$ cat src/rtl/move_scheduler.sv
// Move scheduler: coalesces rotate/left/right/down requests and issues one at a time
// to its executor, with down-first priority, round-robin among user moves and a busy timeout.
module move_scheduler #(
  parameter int timeout_p = 64
) (
  input  logic       clk_i,
  input  logic       reset_i,
  input  logic [2:0] cmd_v_i,
  input  logic       gravity_tick_i,
  input  logic       pause_i,
  output logic [3:0] exec_v_o,
  input  logic [3:0] exec_done_i,
  input  logic [3:0] exec_set_v_i,
  output logic       set_v_o,
  output logic [1:0] grant_o,
  output logic       busy_o,
  output logic       done_o,
  output logic       timeout_o
);

  localparam int tw = $clog2(timeout_p + 1);

  typedef enum logic [1:0] {eIDLE, eIssue, eBusy} state_e;

  state_e        state;
  logic [3:0]    pending;
  logic [1:0]    rr_ptr;
  logic [1:0]    grant_q;
  logic [tw-1:0] timer;

  logic [3:0] set_bits;
  logic [3:0] clr_bits;
  logic       granted_done;
  logic       timer_hit;
  logic       finish;
  logic [1:0] sel;
  logic       found;
  logic [2:0] idx;

  assign set_bits     = {gravity_tick_i, cmd_v_i};
  assign granted_done = (state == eBusy) && exec_done_i[grant_q];
  assign timer_hit    = (state == eBusy) && (timer == tw'(timeout_p - 1)) && !granted_done;
  assign finish       = granted_done || timer_hit;
  assign clr_bits     = finish ? (4'b0001 << grant_q) : 4'b0000;

  // Down wins outright; otherwise scan user moves starting at rr_ptr, wrapping mod 3.
  always_comb begin
    // NOTE: every variable gets a default first so no path leaves it unassigned (no latch).
    sel   = 2'd3;
    found = 1'b0;
    idx   = '0;
    if (!pending[3]) begin
      for (int i = 0; i < 3; i++) begin
        idx = {1'b0, rr_ptr} + 3'(i);
        if (idx >= 3'd3) idx = idx - 3'd3;
        if (!found && pending[idx[1:0]]) begin
          sel   = idx[1:0];
          found = 1'b1;
        end
      end
    end
  end

  // NOTE: state uses non-blocking assignments so every register samples pre-edge values.
  always_ff @(posedge clk_i) begin
    if (reset_i) begin
      state   <= eIDLE;
      pending <= '0;
      rr_ptr  <= '0;
      grant_q <= '0;
      timer   <= '0;
    end else begin
      // A new request overrides a same-cycle clear so it is never lost.
      pending <= (pending & ~clr_bits) | set_bits;
      case (state)
        eIDLE: begin
          if ((|pending) && !pause_i) begin
            grant_q <= sel;
            if (sel != 2'd3) rr_ptr <= (sel == 2'd2) ? 2'd0 : sel + 2'd1;
            state <= eIssue;
          end
        end
        eIssue: begin
          timer <= '0;
          state <= eBusy;
        end
        eBusy: begin
          timer <= timer + tw'(1);
          if (finish) state <= eIDLE;
        end
        default: state <= eIDLE;
      endcase
    end
  end

  // Outputs decode registered state; reset forces them low in the cycle it is seen.
  assign busy_o    = !reset_i && (state != eIDLE);
  assign exec_v_o  = (!reset_i && (state == eIssue)) ? (4'b0001 << grant_q) : 4'b0000;
  assign set_v_o   = busy_o && exec_set_v_i[grant_q];
  assign grant_o   = reset_i ? 2'd0 : grant_q;
  assign done_o    = !reset_i && granted_done;
  assign timeout_o = !reset_i && timer_hit;

endmodule
$ cat config.mk
export PLATFORM = sky130hd
export DESIGN_NAME = move_scheduler
export DESIGN_NICKNAME = d
export VERILOG_FILES = /design/src/rtl/move_scheduler.sv
export SDC_FILE = /design/constraint.sdc
export NUM_CORES = 1
export LEC_CHECK = 0
export ABC_AREA = 1
export ABC_CLOCK_PERIOD_IN_PS = 1400
export BUFFER_PORTS_ARGS = -buffer_cell sky130_fd_sc_hd__buf_4
export CORE_MARGIN = 1.5
export CORE_UTILIZATION = 40
export CTS_BUF_LIST = sky130_fd_sc_hd__clkbuf_4 sky130_fd_sc_hd__clkbuf_8 sky130_fd_sc_hd__clkbuf_16
export DETAILED_ROUTE_END_ITERATION = 10
export PLACE_DENSITY_LB_ADDON = 0.05
export SKIP_CTS_REPAIR_TIMING = 1
export SKIP_LAST_GASP = 1
export SLEW_MARGIN = 10
export SYNTH_ARGS = -nofsm -noshare
export SYNTH_HDL_FRONTEND = slang
export SYNTH_SLANG_ARGS = --single-unit
$ cat constraint.sdc
create_clock -name clk_i -period 1.4 [get_ports clk_i]
set_input_delay 0.28 -clock clk_i [delete_from_list [all_inputs] [get_ports clk_i]]
set_output_delay 0.28 -clock clk_i [all_outputs]
set_load 0.02 [all_outputs]
==> results.py, run 1 <==
metrics = {
    "layout": {
        "mostFrequentLayoutCell": "buf_4",
        "layout-drive-gt1-share_pct": 64.2,
        "layout_common_cells": "57 x buf_4, 27 x nand2_1, 26 x nand2_2",
        "area_delta_synth_final_pct": 76.9,
        "num_antenna_cells": 0,
        "nets": 270,
    },
    "floorplan": {
        "rows": 19,
        "core_area_mm2": 0.00273,
        "die_height_um": 56.6,
        "initial_core_util_pct": 42.1,
        "die_area_mm2": 0.00321,
        "fp.dieW_um": 56.6,
        "pin_count": 25,
    },
    "flow_run": {
        "maxCapViolations": 0,
    },
    "cts": {
        "cts_tree": "done",
        "cts_buffers": 3,
        "clock-root-buffer": "clkbuf_4",
        "clock_latency_ns": 0.31,
        "clockBufferDepth": 2,
        "htreeDepth": 1,
        "cts.sinks": 17,
        "clk_pin_slew_worst_paths_ns": 0.12,
    },
    "logic_synthesis": {
        "synth_area_mm2": 0.00115,
        "synth_nets": 205,
        "ys_types": 25,
        "synthCells": 182,
        "yosys_warnings": 0,
        "ys_ff_latch": 17,
        "seq_area_frac_synth_pct": 29.6,
        "avgSynthCellArea_um2": 6.32,
    },
    "setup_path": {
        "crit_arrival_ns": 1.50,
        "worst-setup-path-type": "flip-flop to output pin",
        "critPathRequiredTime_ns": 1.12,
        "critPathTopFamily": "simple AND/OR/NAND/NOR gates",
        "reg2reg_slack_ns": -0.24,
        "end_kind": "output pin",
        "cp_max_fo": 5,
        "critPathBufInv": 1,
        "critPathLaunchType": "flip-flop",
        "crit_top_cell": "nand2_2",
        "cpMaxStageDelayCell": "dfxtp_4",
        "slowest_delay_ns": 0.43,
        "cp_cell_sequence": "nor2_2 > nand2_1 > nand4_1 > nand2_2 > nand2_2 > nor2_4 > buf_6",
    },
    "timing": {
        "rsz0062_at_grt": "true",
        "finalCritPeriodShare_pct": 127,
        "slew_headroom_pct": 78.3,
        "hold_viol_final": 0,
        "maxSlewViolCount": 0,
        "fmax_mhz": 561,
        "setup_violations": 21,
        "hold_slack_ns": 0.173,
        "finalSetupTns_ns": -3.44,
        "setup_slack_ns": -0.381,
        "tightest_slew_ns": 0.324,
        "fin_crit_ns": 1.78,
        "finClkSkew_ns": 0.0161,
    },
    "grt": {
        "grt_pass1_wl_um": 5180,
        "grt_overflow": 0,
        "antenna_found_initial": 0,
        "busiest_layer": "met2",
        "grt_util_met2_pct": 37.4,
        "grt_util_met1_pct": 22.7,
        "track_usage_pct": 20.3,
        "grt_pass1_vias": 1292,
        "met3_usage_pct": 4.15,
        "grt_max_degree": 13,
    },
    "power_and_ir_drop": {
        "p_per_area_mw_per_mm2": 959,
        "irDropWorstVdd_mv": 0.865,
        "p_leak_nw": 0.894,
    },
    "worst_hold_path": {
        "holdCritPathClass": "input pin to flip-flop",
    },
    "route": {
        "first_pass_iters": 4,
        "drt_wl_total_um": 3740,
        "avgRoutedWirePerCell_um": 13.5,
        "drc_errors": 0,
        "viasPerCell": 5.09,
        "drt_iter0_drc": 62,
        "antenna_left": 0,
        "num_vias": 1409,
    },
    "place": {
        "dpl.hpwl_um": 2400,
        "gp_congestion": 0.839,
        "portBuffers": 24,
    },
    "run_status": {
        "failed_checks": "negative setup slack",
        "outcome": "finished, violations left",
    },
}
-- cells by family (layout without fill, tap and decap cells) --
group           after synthesis  in the layout  share of synthesized area [%]
compound gates               20             20                           10.1
fa+ha+maj                     8              8                           8.71
buf+inv                      26             90                           8.49
flops                        17             17                           29.6
simple gates                111            111                           43.1
-- stage by stage --
stage,power [mW],area (um2),worst slack [ns],cells,utilization [%]
6_report,1.95,2030,-0.381,277,74.4
5_1_grt,2.10,2030,-0.458,277,74.4
4_1_cts,1.63,1650,-0.420,270,60.2
3_5_place_dp,1.34,1620,-0.176,266,59.2
3_3_place_gp,1.33,1620,-0.145,266,59.2
2_1_floorplan,1.06,1180,-0.0493,182,-
-- routing by layer --
| layer | routed length [um] | vias to the layer above |
|---|---|---|
| met3 | 112 | 6 |
| met5 | 0 | - |
| met2 | 2100 | 29 |
| li1 | - | 713 |
| met1 | 1460 | 661 |
| met4 | 63 | 0 |
-- flip-flops by register name (all words and copies together) (netlist names) --
signal / count
timer: 7
pending: 4
grant_q: 2
rr_ptr: 2
state: 2
-- cell usage after synthesis (all sizes together) --
cell type | count | area share (%)
nand4 | 4 | 2.2
ha | 8 | 8.7
nand3 | 11 | 5.2
a22oi | 1 | 0.65
o211ai | 1 | 0.65
o21bai | 1 | 0.65
dfxtp | 17 | 30
a31oi | 1 | 0.54
a311oi | 1 | 0.76
clkbuf | 1 | 0.33
nand2 | 59 | 21
a21oi | 12 | 5.5
nor3 | 9 | 3.9
nor2 | 25 | 8.6
nand3b | 1 | 0.65
inv | 25 | 8.2
nor3b | 2 | 1.3
o21ai | 3 | 1.3
-- final timing paths --
path	startpoint	to	cells past startpoint
max	grant_q[0]	timeout_o	7
min	gravity_tick_i	pending[3]	3
min reg2reg	timer[0]	timer[0]	2
max reg2reg	rr_ptr[0]	grant_q[1]	11
-- worst reg2reg max path, stage by stage (launching register included) --
cell and delay, ns:
dfxtp_4 0.39, inv_4 0.04, ha_4 0.30, inv_4 0.05, nand2_2 0.05, nand3_2 0.10, nand2_4 0.12, nand4_1 0.16
nand2_1 0.13, nor2_2 0.04, buf_4 0.12, nor2_1 0.07
-- report_power, final --
part           internal [mW]  switching, mW  total [mW]
clock network          0.106          0.180       0.286
registers              0.537         0.0647       0.602
logic                  0.476          0.588        1.06
total                   1.12          0.833        1.95
-- layout make-up --
| cell class | instances | area, um2 |
|---|---|---|
| Clock buffer | 3 | 22.5 |
| Clock inverter | 1 | 5.00 |
| Fill cell | 196 | 699 |
| Inverter | 25 | 111 |
| Multi-Input combinational cell | 139 | 1020 |
| Sequential cell | 17 | 364 |
| Tap cell | 31 | 38.8 |
| Timing Repair Buffer | 61 | 473 |
No activity file was read; power rests on OpenSTA's default activity.
==> run 2, diff against run 1 <==
--- a/config.mk
+++ b/config.mk
@@ -8,6 +8,7 @@
 export ABC_AREA = 1
 export ABC_CLOCK_PERIOD_IN_PS = 1400
 export BUFFER_PORTS_ARGS = -buffer_cell sky130_fd_sc_hd__buf_4
+export CORE_ASPECT_RATIO = 0.5
 export CORE_MARGIN = 1.5
 export CORE_UTILIZATION = 40
 export CTS_BUF_LIST = sky130_fd_sc_hd__clkbuf_4 sky130_fd_sc_hd__clkbuf_8 sky130_fd_sc_hd__clkbuf_16
==> run 2 against run 1 <==
The flow still finishes with violations (negative setup slack); via count is 1.3% lower; power is 4.1% higher; clock power is 32% higher; fmax is 9.6% higher; register-to-register slack hardly changed; wire length is 5.0% lower; global-route usage is 0.97 points lower; critical endpoint is now rr_ptr[0]; largest power group unchanged.
==> results.py, run 2 (synthesized netlist as in run 1, its figures left out) <==
metrics = {
    "setup_path": {
        "cp_max_fo": 5,
        "critPathLaunchType": "flip-flop",
        "critPathBufInv": 3,
        "cpMaxStageDelayCell": "dfxtp_4",
        "crit_top_cell": "nand2_1",
        "critPathRequiredTime_ns": 1.55,
        "end_kind": "flip-flop",
        "crit_arrival_ns": 1.77,
        "slowest_delay_ns": 0.38,
        "cp_cell_sequence": "inv_4 > ha_4 > inv_4 > nand2_1 > nand3_2 > nand2_4 > nand4_1 > nand2_1 > nand2_2 > nand2_1 > nand2_1 > inv_1 > nor2_1",
        "critPathTopFamily": "simple AND/OR/NAND/NOR gates",
        "worst-setup-path-type": "flip-flop to flip-flop",
    },
    "layout": {
        "layout_common_cells": "54 x buf_4, 36 x nand2_1, 17 x nand2_2",
        "largest_reg_flops": 7,
        "nFillCells": 189,
        "top_regs": "timer (7), pending (4)",
        "area_delta_synth_final_pct": 80.4,
        "post-route-util_pct": 77.8,
        "nets": 273,
        "mostFrequentLayoutCell": "buf_4",
        "layout-drive-gt1-share_pct": 59.8,
        "num_antenna_cells": 0,
        "regMostFlops": "timer",
    },
    "cts": {
        "cts_buffers": 3,
        "clock-root-buffer": "clkbuf_8",
        "cts.sinks": 17,
        "htreeDepth": 1,
        "clock_latency_ns": 0.25,
        "clockBufferDepth": 2,
        "cts_tree": "done",
        "clk_pin_slew_worst_paths_ns": 0.06,
    },
    "route": {
        "drc_errors": 0,
        "num_vias": 1391,
        "drt_iter0_drc": 38,
        "viasPerCell": 4.86,
        "first_pass_iters": 4,
        "drt_wl_total_um": 3550,
        "avgRoutedWirePerCell_um": 12.4,
        "antenna_left": 0,
    },
    "power_and_ir_drop": {
        "total_power_mw": 2.03,
        "p_per_area_mw_per_mm2": 979,
        "irDropWorstVdd_mv": 0.814,
        "p_leak_nw": 0.925,
    },
    "timing": {
        "tightest_slew_ns": 0.260,
        "finalCritPeriodShare_pct": 116,
        "finClkSkew_ns": 0.00131,
        "setup_violations": 18,
        "slew_headroom_pct": 82.6,
        "fin_crit_ns": 1.63,
        "rsz0062_at_grt": "true",
        "hold_viol_final": 0,
        "fmax_mhz": 615,
        "maxSlewViolCount": 0,
        "setup_slack_ns": -0.226,
        "finalSetupTns_ns": -2.28,
    },
    "place": {
        "portBuffers": 24,
        "pre_cts_slack_ns": -0.143,
        "gp_congestion": 0.798,
        "dpl.hpwl_um": 2340,
    },
    "floorplan": {
        "die_area_mm2": 0.00322,
        "pin_count": 25,
        "core_area_mm2": 0.00267,
        "fp.dieW_um": 78.8,
        "rows": 13,
        "die_height_um": 40.9,
        "initial_core_util_pct": 43.1,
    },
    "grt": {
        "grt_pass1_vias": 1139,
        "antenna_found_initial": 0,
        "track_usage_pct": 19.3,
        "grt_pass1_wl_um": 4700,
        "grt_max_degree": 12,
        "grt_overflow": 0,
    },
    "run_status": {
        "outcome": "finished, violations left",
        "failed_checks": "negative setup slack",
    },
    "flow_run": {
        "maxCapViolations": 0,
    },
    "worst_hold_path": {
        "holdCritPathClass": "input pin to flip-flop",
    },
}
## run 2: layout make-up
cell class,instances,area (um2),share of cell area (%)
multi-input cells,139,981,47.3
repair buffers,64,518,25.0
flip-flops and latches,17,364,17.6
inverters,25,116,5.61
clock buffers,4,48.8,2.35
well taps,37,46.3,2.23
## run 2: where the power goes
group          internal, mW  switching, mW  total [mW]
Sequential            0.535         0.0650       0.600
Clock                 0.221          0.156       0.377
Combinational         0.491          0.563        1.05
Total                  1.25          0.784        2.03
## run 2: final timing paths
kind | startpoint | to | slack [ns] | cells past startpoint
hold / removal | cmd_v_i[0] | pending[0] | 0.23 | 3
setup reg to reg | rr_ptr[0] | rr_ptr[0] | -0.23 | 13
setup / recovery | rr_ptr[0] | rr_ptr[0] | -0.23 | 13
hold reg to reg | timer[0] | timer[0] | 0.48 | 2
## run 2: stage by stage
step           std cells  instance area (um2)  hold WS, ns
2_1_floorplan        182                 1180        0.397
5_1_grt              286                 2070        0.235
6_report             286                 2070        0.235
4_1_cts              277                 1680        0.236
3_3_place_gp         273                 1630        0.476
3_5_place_dp         273                 1630        0.477
## run 2: per-layer routing
| metal | vias to the layer above | track usage (%) | wire length, um | part of all wire (%) |
|---|---|---|---|---|
| li1 | 723 | - | - | - |
| met1 | 652 | 22.7 | 1550 | 44 |
| met2 | 14 | 38.4 | 1910 | 54 |
| met3 | 2 | 5.33 | 82 | 2.3 |
| met4 | 0 | 1.75 | 10 | 0.28 |
| met5 | - | 0 | 0 | 0 |
## run 2: worst register-to-register path: stages (launching register included)
cell     delay (ns)
dfxtp_4        0.38
inv_4          0.04
ha_4           0.30
inv_4          0.05
nand2_1        0.08
nand3_2        0.09
nand2_4        0.10
nand4_1        0.11
nand2_1        0.11
nand2_2        0.07
nand2_1        0.07
nand2_1        0.04
inv_1          0.05
nor2_1         0.03
==> run 3, diff against run 2 <==
--- a/config.mk
+++ b/config.mk
@@ -6,7 +6,7 @@
 export NUM_CORES = 1
 export LEC_CHECK = 0
 export ABC_AREA = 1
-export ABC_CLOCK_PERIOD_IN_PS = 1400
+export ABC_CLOCK_PERIOD_IN_PS = 2000
 export BUFFER_PORTS_ARGS = -buffer_cell sky130_fd_sc_hd__buf_4
 export CORE_ASPECT_RATIO = 0.5
 export CORE_MARGIN = 1.5
==> constraint.sdc (replaced) <==
create_clock -name clk_i -period 2 [get_ports clk_i]
set_input_delay 0.4 -clock clk_i [delete_from_list [all_inputs] [get_ports clk_i]]
set_output_delay 0.4 -clock clk_i [all_outputs]
set_load 0.02 [all_outputs]
==> run 3 against run 2 <==
The run now ends clean; die area is the same; combinational power shrank 59%; register-to-register slack gained 0.46 ns; sequential power shrank 33%; non-clock buffer count shrank 39; final area shrank 31%; wire length shrank 24%; worst setup slack gained 0.36 ns; global-route usage shrank 0.85 points; largest cell class unchanged; largest power group unchanged.
==> results.py, run 3 (synthesized netlist as in run 1, its figures left out) <==
metrics = {
    "route": {
        "first_pass_iters": 4,
        "drt_iter0_drc": 28,
        "avgRoutedWirePerCell_um": 10.9,
        "drt_wl_total_um": 2690,
        "viasPerCell": 4.81,
        "num_vias": 1189,
        "drc_errors": 0,
        "antenna_left": 0,
    },
    "floorplan": {
        "fp.dieW_um": 78.8,
        "die_area_mm2": 0.00322,
        "pin_count": 25,
        "core_area_mm2": 0.00267,
        "rows": 13,
        "die_height_um": 40.9,
        "initial_core_util_pct": 43.1,
    },
    "place": {
        "gp_congestion": 0.839,
        "portBuffers": 24,
        "pre_cts_slack_ns": 0.229,
        "dpl.hpwl_um": 2140,
        "dpl_cell_area_mm2": 0.00138,
    },
    "layout": {
        "nFillCells": 259,
        "largest_reg_flops": 7,
        "multiInputGateArea_um2": 717,
        "area_delta_synth_final_pct": 24.9,
        "nets": 234,
        "register_area_um2": 343,
        "num_antenna_cells": 0,
        "top_regs": "timer (7), pending (4)",
        "layout-drive-gt1-share_pct": 23.8,
        "layout_common_cells": "52 x nand2_1, 25 x buf_4, 21 x nor2_1",
        "stdcell_area_mm2": 0.00144,
        "mostFrequentLayoutCell": "nand2_1",
        "regMostFlops": "timer",
    },
    "grt": {
        "grt_overflow": 0,
        "grt_max_degree": 13,
        "grt_pass1_wl_um": 4400,
        "grt_pass1_vias": 1035,
        "track_usage_pct": 18.5,
        "antenna_found_initial": 0,
    },
    "cts": {
        "clockBufferDepth": 2,
        "cts_buffers": 3,
        "htreeDepth": 1,
        "cts.sinks": 17,
        "clk_pin_slew_worst_paths_ns": 0.07,
        "cts_tree": "done",
        "clock_latency_ns": 0.25,
        "clock-root-buffer": "clkbuf_8",
    },
    "setup_path": {
        "cpMaxStageDelayCell": "dfxtp_1",
        "crit_cells": 5,
        "critPathTopFamily": "simple AND/OR/NAND/NOR gates",
        "end_kind": "output pin",
        "slowest_delay_ns": 0.34,
        "cp_max_fo": 4,
        "critPathLaunchType": "flip-flop",
        "r2r_cells": 13,
        "worst-setup-path-type": "flip-flop to output pin",
        "crit_arrival_ns": 1.46,
        "critPathRequiredTime_ns": 1.60,
        "cp_cell_sequence": "inv_1 > ha_1 > nand4_1 > nor2_1 > buf_4",
        "critPathBufInv": 2,
    },
    "timing": {
        "rsz0062_at_grt": "false",
        "setup_slack_ns": 0.137,
        "maxSlewViolCount": 0,
        "finalSetupTns_ns": 0,
        "tightest_slew_ns": 0.330,
        "fin_crit_ns": 1.86,
        "finalCritPeriodShare_pct": 93.1,
        "slew_headroom_pct": 77.9,
        "fmax_mhz": 537,
        "setup_violations": 0,
        "finClkSkew_ns": 0.00292,
        "hold_viol_final": 0,
    },
    "power_and_ir_drop": {
        "p_leak_nw": 0.667,
        "irDropWorstVdd_mv": 0.468,
        "p_per_area_mw_per_mm2": 768,
    },
    "run_status": {
        "outcome": "finished, final reports clean",
    },
    "flow_run": {
        "maxCapViolations": 0,
    },
    "worst_hold_path": {
        "holdPathStages": 3,
        "holdCritPathClass": "input pin to flip-flop",
    },
}
-- run 3: cell types whose count changed in the layout (fill, tap and decap cells not counted), sizes merged --
cell / previous run / this run
buf: 64 / 25
-- run 3: worst paths after layout --
kind	startpoint	to	slack [ns]
hold / removal	cmd_v_i[2]	pending[2]	0.35
setup / recovery	state[0]	timeout_o	0.14
setup reg to reg	rr_ptr[0]	rr_ptr[0]	0.23
hold reg to reg	timer[0]	timer[0]	0.48
-- run 3: final cells by class --
type | count | area share (%)
Clock buffer | 4 | 3.40
Multi-Input combinational cell | 139 | 49.9
Sequential cell | 17 | 23.9
Inverter | 25 | 6.53
Timing Repair Buffer | 25 | 13.1
Tap cell | 37 | 3.22
-- run 3: metrics by stage --
step,instances,power [mW],hold slack [ns],utilization [%]
after CTS,247,1.11,0.353,53.6
after detailed placement,243,0.834,0.472,51.7
after floorplan,182,0.725,0.457,-
after global routing,247,1.20,0.356,53.8
after global placement,243,0.834,0.477,51.7
final,247,1.10,0.353,53.8
-- run 3: per-layer routing --
layer / vias up / share of wire (%) / track usage, %
met4: 0 / 0.48 / 4.82
met5: - / 0 / 0
met2: 15 / 48 / 36.2
met3: 2 / 3.4 / 5.33
met1: 532 / 48 / 20.9
li1: 640 / - / -
-- run 3: power breakdown --
part	switching, mW	internal (mW)
clock network	0.113	0.155
logic	0.269	0.164
registers	0.0323	0.370
-- run 3: worst register-to-register path: cells and delay by family, from the launching register on --
kind	cells	cell delay (ns)
simple gates	10	0.78
fa+ha+maj	1	0.38
flops	1	0.36
buf+inv	2	0.14
